`src/rtl/rom_arbiter_if.sv`:
```
// Requester/ROM bus for rom_arbiter: fetch port, data port and the ROM read port.
// The slave modport is the arbiter; the master modport is the requesters plus the ROM.
interface rom_arbiter_if #(
    parameter int RAM_WORD_WIDTH = 24,
    parameter int RAM_ADDR_BITS  = 8
);
    logic                      f_req;
    logic [RAM_ADDR_BITS-1:0]  f_addr;
    logic                      f_ack;
    logic [RAM_WORD_WIDTH-1:0] f_data;
    logic                      d_req;
    logic [RAM_ADDR_BITS-1:0]  d_addr;
    logic                      d_ack;
    logic [RAM_WORD_WIDTH-1:0] d_data;
    logic [RAM_ADDR_BITS-1:0]  rom_addr;
    logic [RAM_WORD_WIDTH-1:0] rom_data;
    logic                      busy;

    modport slave (
        input  f_req, f_addr, d_req, d_addr, rom_data,
        output f_ack, f_data, d_ack, d_data, rom_addr, busy
    );

    modport master (
        output f_req, f_addr, d_req, d_addr, rom_data,
        input  f_ack, f_data, d_ack, d_data, rom_addr, busy
    );
endinterface

```
`src/rtl/rom_arbiter.sv`:
```
// Shares the single-read-port program ROM between the fetch port and the data port.
// Each access takes two cycles: grant (drive rom_addr), then capture and ack.
//
//   state | meaning
//   IDLE  | no access in flight; arbitrate eligible requests on this edge
//   WAIT  | rom_addr driven, ROM answers on the negedge; capture and ack owner
module rom_arbiter #(
    parameter int RAM_WORD_WIDTH = 24,
    parameter int RAM_ADDR_BITS  = 8,
    parameter bit FIXED_PRIO     = 1'b0
) (
    input  logic          clk,
    input  logic          rst,
    rom_arbiter_if.slave  bus
);
    typedef enum logic { IDLE, WAIT } state_t;
    typedef enum logic { FETCH, DATA } port_t;

    state_t                    state;
    port_t                     owner;
    port_t                     last_grant;
    logic                      f_ack_q;
    logic                      d_ack_q;
    logic                      busy_q;
    logic [RAM_WORD_WIDTH-1:0] f_data_q;
    logic [RAM_WORD_WIDTH-1:0] d_data_q;
    logic [RAM_ADDR_BITS-1:0]  rom_addr_q;

    logic elig_f;
    logic elig_d;
    logic grant_fetch;

    // A port whose ack is high this cycle still shows its old req; skip it.
    always_comb begin
        elig_f      = bus.f_req & ~f_ack_q;
        elig_d      = bus.d_req & ~d_ack_q;
        grant_fetch = 1'b0;
        if (elig_f && elig_d)
            grant_fetch = FIXED_PRIO ? 1'b1 : (last_grant == DATA);
        else
            grant_fetch = elig_f;
    end

    always_ff @(posedge clk) begin
        if (rst) begin
            state      <= IDLE;
            owner      <= FETCH;
            last_grant <= DATA;
            rom_addr_q <= '0;
            f_ack_q    <= 1'b0;
            d_ack_q    <= 1'b0;
            f_data_q   <= '0;
            d_data_q   <= '0;
            busy_q     <= 1'b0;
        end else begin
            f_ack_q <= 1'b0;
            d_ack_q <= 1'b0;
            case (state)
                IDLE: begin
                    if (elig_f || elig_d) begin
                        rom_addr_q <= grant_fetch ? bus.f_addr : bus.d_addr;
                        owner      <= grant_fetch ? FETCH : DATA;
                        last_grant <= grant_fetch ? FETCH : DATA;
                        busy_q     <= 1'b1;
                        state      <= WAIT;
                    end
                end
                WAIT: begin
                    if (owner == FETCH) begin
                        f_data_q <= bus.rom_data;
                        f_ack_q  <= 1'b1;
                    end else begin
                        d_data_q <= bus.rom_data;
                        d_ack_q  <= 1'b1;
                    end
                    busy_q <= 1'b0;
                    state  <= IDLE;
                end
                default: state <= IDLE;
            endcase
        end
    end

    assign bus.f_ack    = f_ack_q;
    assign bus.d_ack    = d_ack_q;
    assign bus.f_data   = f_data_q;
    assign bus.d_data   = d_data_q;
    assign bus.rom_addr = rom_addr_q;
    assign bus.busy     = busy_q;
endmodule

```
`src/flat_wrapper.sv`:
```
// flat-port wrapper written by rule: the top's interface ports become plain ports
module rom_arbiter_flat 
#(
    parameter int RAM_WORD_WIDTH = 24,
    parameter int RAM_ADDR_BITS  = 8,
    parameter bit FIXED_PRIO     = 1'b0
)
  (clk, rst, bus_f_req, bus_f_addr, bus_d_req, bus_d_addr, bus_rom_data, bus_f_ack, bus_f_data, bus_d_ack, bus_d_data, bus_rom_addr, bus_busy);
  rom_arbiter_if #(.RAM_WORD_WIDTH(RAM_WORD_WIDTH), .RAM_ADDR_BITS(RAM_ADDR_BITS)) bus_i ();
  input  logic clk;
  input  logic rst;
  input wire logic [$bits(bus_i.f_req)-1:0] bus_f_req;
  input wire logic [$bits(bus_i.f_addr)-1:0] bus_f_addr;
  input wire logic [$bits(bus_i.d_req)-1:0] bus_d_req;
  input wire logic [$bits(bus_i.d_addr)-1:0] bus_d_addr;
  input wire logic [$bits(bus_i.rom_data)-1:0] bus_rom_data;
  output wire logic [$bits(bus_i.f_ack)-1:0] bus_f_ack;
  output wire logic [$bits(bus_i.f_data)-1:0] bus_f_data;
  output wire logic [$bits(bus_i.d_ack)-1:0] bus_d_ack;
  output wire logic [$bits(bus_i.d_data)-1:0] bus_d_data;
  output wire logic [$bits(bus_i.rom_addr)-1:0] bus_rom_addr;
  output wire logic [$bits(bus_i.busy)-1:0] bus_busy;
  assign bus_i.f_req = bus_f_req;
  assign bus_i.f_addr = bus_f_addr;
  assign bus_i.d_req = bus_d_req;
  assign bus_i.d_addr = bus_d_addr;
  assign bus_i.rom_data = bus_rom_data;
  assign bus_f_ack = bus_i.f_ack;
  assign bus_f_data = bus_i.f_data;
  assign bus_d_ack = bus_i.d_ack;
  assign bus_d_data = bus_i.d_data;
  assign bus_rom_addr = bus_i.rom_addr;
  assign bus_busy = bus_i.busy;
  rom_arbiter #(.RAM_WORD_WIDTH(RAM_WORD_WIDTH), .RAM_ADDR_BITS(RAM_ADDR_BITS), .FIXED_PRIO(FIXED_PRIO)) u_core (.clk(clk), .rst(rst), .bus(bus_i));
endmodule
```
`config.mk`:
```
export PLATFORM = sky130hd
export DESIGN_NAME = rom_arbiter_flat
export DESIGN_NICKNAME = d
export VERILOG_FILES = /design/src/rtl/rom_arbiter_if.sv /design/src/rtl/rom_arbiter.sv /design/src/flat_wrapper.sv
export SDC_FILE = /design/constraint.sdc
export NUM_CORES = 1
export LEC_CHECK = 0
export ABC_AREA = 1
export BUFFER_PORTS_ARGS = -buffer_cell sky130_fd_sc_hd__buf_2
export CORE_MARGIN = 8
export CORE_UTILIZATION = 46
export DETAILED_ROUTE_END_ITERATION = 6
export GPL_TIMING_DRIVEN = 0
export PLACE_DENSITY = 0.78
export SLEW_MARGIN = 15
export SYNTH_ARGS = -nofsm -noshare
export SYNTH_HDL_FRONTEND = slang
export SYNTH_SLANG_ARGS = --single-unit
```
`constraint.sdc`:
```
create_clock -name clk -period 1.4 [get_ports clk]
set_input_delay 0.35 -clock clk [delete_from_list [all_inputs] [get_ports clk]]
set_output_delay 0.35 -clock clk [all_outputs]
set_load 0.02 [all_outputs]
```
==> results.py <==
metrics = {
    "job": {
        "drv_cap": 0,
    },
    "logic_synthesis": {
        "postSynthCellCount": 304,
        "synth_warnings": 0,
        "synth.largest_area_cell": "dfxtp_1",
        "yosysSeqAreaShare": 0.5339,
        "postSynth.asyncResetShare": 0,
        "avgSynthCellArea_um2": 7.647,
        "synth.lib_cells_used.distinct": 20,
        "synth_area_leaders": "dfxtp_1 (53%), nor2_1 (19%), o21ai_0 (12%), inv_1 (3.7%), buf_2 (1.3%)",
        "synth-edff-count": 0,
        "syn_std_cell_area_um2": 2325,
        "dominantRegCellSynth": "dfxtp_1",
        "synth_top_area_frac": 0.5339,
        "postSynthRegisterBits": 62,
        "synth_fp_nets": 348,
    },
    "worst_setup_path": {
        "cp_max_fo": 10,
        "critical-path-slowest-cell": "clkbuf_1",
        "cp.required_ns": 1.65,
        "cp_cell_sequence": "nand2_1 -> clkbuf_1 -> o21ai_0 -> nor2_1",
        "rr_worst_depth": 4,
        "r2r_start": "u_core.state",
        "r2r_end": "u_core.bus.d_data[16]",
        "crit_type": "reg2reg",
        "timing.critical_path.to_type": "flip-flop",
        "crit_path_start_kind": "flip-flop",
        "timing.critical_path.arrival_ns": 1.51,
        "cp_slowest_stage_delay_ns": 0.37,
        "crit_path_start": "u_core.state",
        "worst-r2r-setup-slack_ns": 0.14,
    },
    "routing": {
        "drt_total_wl_um": 6124,
        "drtPass1Iterations": 4,
        "average_via_count_per_standard_cell": 4.483,
        "antenna_violating_nets_post_route": 0,
        "route.vias.total": 2201,
        "routed_wire_length_per_instance_um": 12.47,
        "remaining_drc_errors": 0,
        "first_iter_violations": 89,
    },
    "die": {
        "start_util": 0.4671,
        "placeableCoreArea_um2": 4977,
        "rows": 26,
        "die_h_um": 87.09,
        "overall_die_area_um2": 7585,
        "chipWidth_um": 87.09,
        "floorplan.io_pins": 103,
    },
    "pwr": {
        "power_per_cell_area_nw_per_um2": 1366,
        "leakage_power_total_uw": 0.001624,
        "irDropWorstVdd_mv": 0.7162,
    },
    "grt": {
        "first_pass_grt_wire_length_um": 10070,
        "antenna_found_initial": 0,
        "grt_start_max_net_pins": 11,
        "first_global_vias": 2172,
        "gr-usage-all-layers": 0.1671,
        "grt_ovf": 0,
    },
    "finish": {
        "fill_cells": 488,
        "fin_cells": 491,
        "nNetsFinal": 460,
        "total_area_of_multi_input_combinational_cells_um2": 872.1,
        "synthToLayoutAreaGrowth_pct": 34.18,
        "area.sequential_um2": 1241,
        "post_route_cells_drive_above_1_share": 0.3302,
        "antennaDiodeCount": 0,
    },
    "place": {
        "placedCellCount": 475,
        "final_weighted_congestion_of_routability_driven_global_placement": 0.8075,
        "detailedPlacementHpwl_um": 4786,
        "io_buffers": 101,
    },
    "clocking": {
        "numCtsBuffers": 9,
        "cts_num_sinks": 62,
        "cts_max_path_buffers": 2,
        "clk_latency_ns": 0.32,
        "cts.clk_slew.worst_paths_ns": 0.06,
        "root_buffer": "clkbuf_8",
        "tritoncts_clock_tree": "built",
        "post-cts-setup-buffer-count": 0,
        "cts.htree.levels": 3,
    },
    "min_path": {
        "worst_hold_path.num_cells": 3,
        "hold-path-endpoint": "u_core.bus.f_data[17]",
        "hold_path_startpoint": "bus_rom_data[17]",
        "min_path_type": "in2reg",
    },
    "timing": {
        "worstMarginPinSlew_ns": 0.3915,
        "final-setup-viol-count": 0,
        "timing.final.hold_violations": 0,
        "final_period_minus_worst_setup_slack_ns": 1.260,
        "slew-limit-headroom": 0.7390,
        "fmax_mhz": 793.7,
        "fin_skew_ns": 0.009730,
        "final_worst_path_cycle_share": 0.9000,
        "rsz0062_at_grt": "false",
        "final_max_slew_viol_count": 0,
        "tns_ns": 0,
    },
    "run_status": {
        "status": "finished, final reports clean",
    },
}
critical path, delay by kind of cell (launching register included):
| kind | cells | cell delay [ns] |
|---|---|---|
| AND/OR/NAND/NOR | 2 | 0.36 |
| flip-flops | 1 | 0.35 |
| AO/OA/AOI/OAI | 1 | 0.12 |
| buffers and inverters | 1 | 0.37 |
timing repair:
item / in CTS / in global routing
resized for setup: 0 / 2
setup endpoints to repair: 0 / 1
hold buffers: 0 / 0
kinds of logic (layout without fill, tap and decap cells):
logic type / Yosys count / count (layout) / synth area share
simple gates: 134 / 134 / 0.2271
compound gates: 66 / 66 / 0.1480
flops: 62 / 62 / 0.5339
buf+inv: 42 / 159 / 0.09096
per-layer routing:
layer,up-vias,track usage,share of wire
met5,-,0,0
met4,0,0.06875,0.017
met3,11,0.04811,0.060
met2,68,0.2817,0.49
met1,938,0.1930,0.44
li1,1184,-,-
Yosys cell counts, types with 3 or more instances:
master,count
nand2_1,7
nand2_2,3
nand3_1,6
o21ai_0,56
o21ai_1,5
a21oi_1,3
clkbuf_1,3
dfxtp_1,62
buf_2,6
nor2_1,116
inv_1,23
inv_2,3
worst max path at each step:
stage / endpoint / slack (ns) / cells past startpoint
2_1_floorplan: u_core.bus.rom_addr[0] / 0.23 / 7
3_5_place_dp: u_core.bus.d_data[0] / 0.13 / 4
5_1_grt: u_core.bus.d_data[0] / 0.01 / 4
6_report: u_core.bus.d_data[16] / 0.14 / 4
3_3_place_gp: u_core.bus.f_data[9] / 0.16 / 6
4_1_cts: u_core.bus.d_data[16] / 0.11 / 4
cells in the final DEF (no fill, tap or decap), types with 5 or more instances in the layout:
cell,instances
nand2_1,7
o21ai_1,5
nand3_1,6
clkbuf_8,13
nor2_1,116
buf_2,107
inv_1,23
dfxtp_1,62
o21ai_0,56
power by group:
| group | internal [uW] | leakage [uW] | switching (uW) | total (uW) |
|---|---|---|---|---|
| sequential | 1900 | 0.000509 | 66.8 | 1970 |
| combinational | 267 | 0.00101 | 474 | 741 |
| clock | 911 | 0.000106 | 638 | 1550 |
metrics by stage:
step,hold WS (ns),area (um^2),utilization,total power [uW],setup slack (ns)
final,0.2672,3119,0.6267,4261,0.1400
after global routing,0.2622,3119,0.6267,4482,0.01189
after CTS,0.2557,3118,0.6264,4310,0.1111
after detailed placement,0.4650,2918,0.5862,2757,0.1305
after global placement,0.4548,2918,0.5862,2741,0.1608
after floorplan,0.4685,2325,-,2472,0.2263
flip-flops by register name, indices dropped and copies added, names as in the netlist:
| name | count |
|---|---|
| u_core.bus.busy | 1 |
| u_core.last_grant | 1 |
| u_core.bus.d_ack | 1 |
| u_core.state | 1 |
| u_core.bus.rom_addr | 8 |
| u_core.bus.f_data | 24 |
| u_core.owner | 1 |
| u_core.bus.f_ack | 1 |
| u_core.bus.d_data | 24 |
layout make-up:
class / instances / area share
sequential: 62 / 0.3979
multi-input combinational: 200 / 0.2796
timing repair buffer: 101 / 0.1621
clock buffer: 12 / 0.04974
buffer: 16 / 0.03690
inverter: 26 / 0.03129
tap: 70 / 0.02808
clock inverter: 4 / 0.01444
Power figures use the tool's default switching activity.
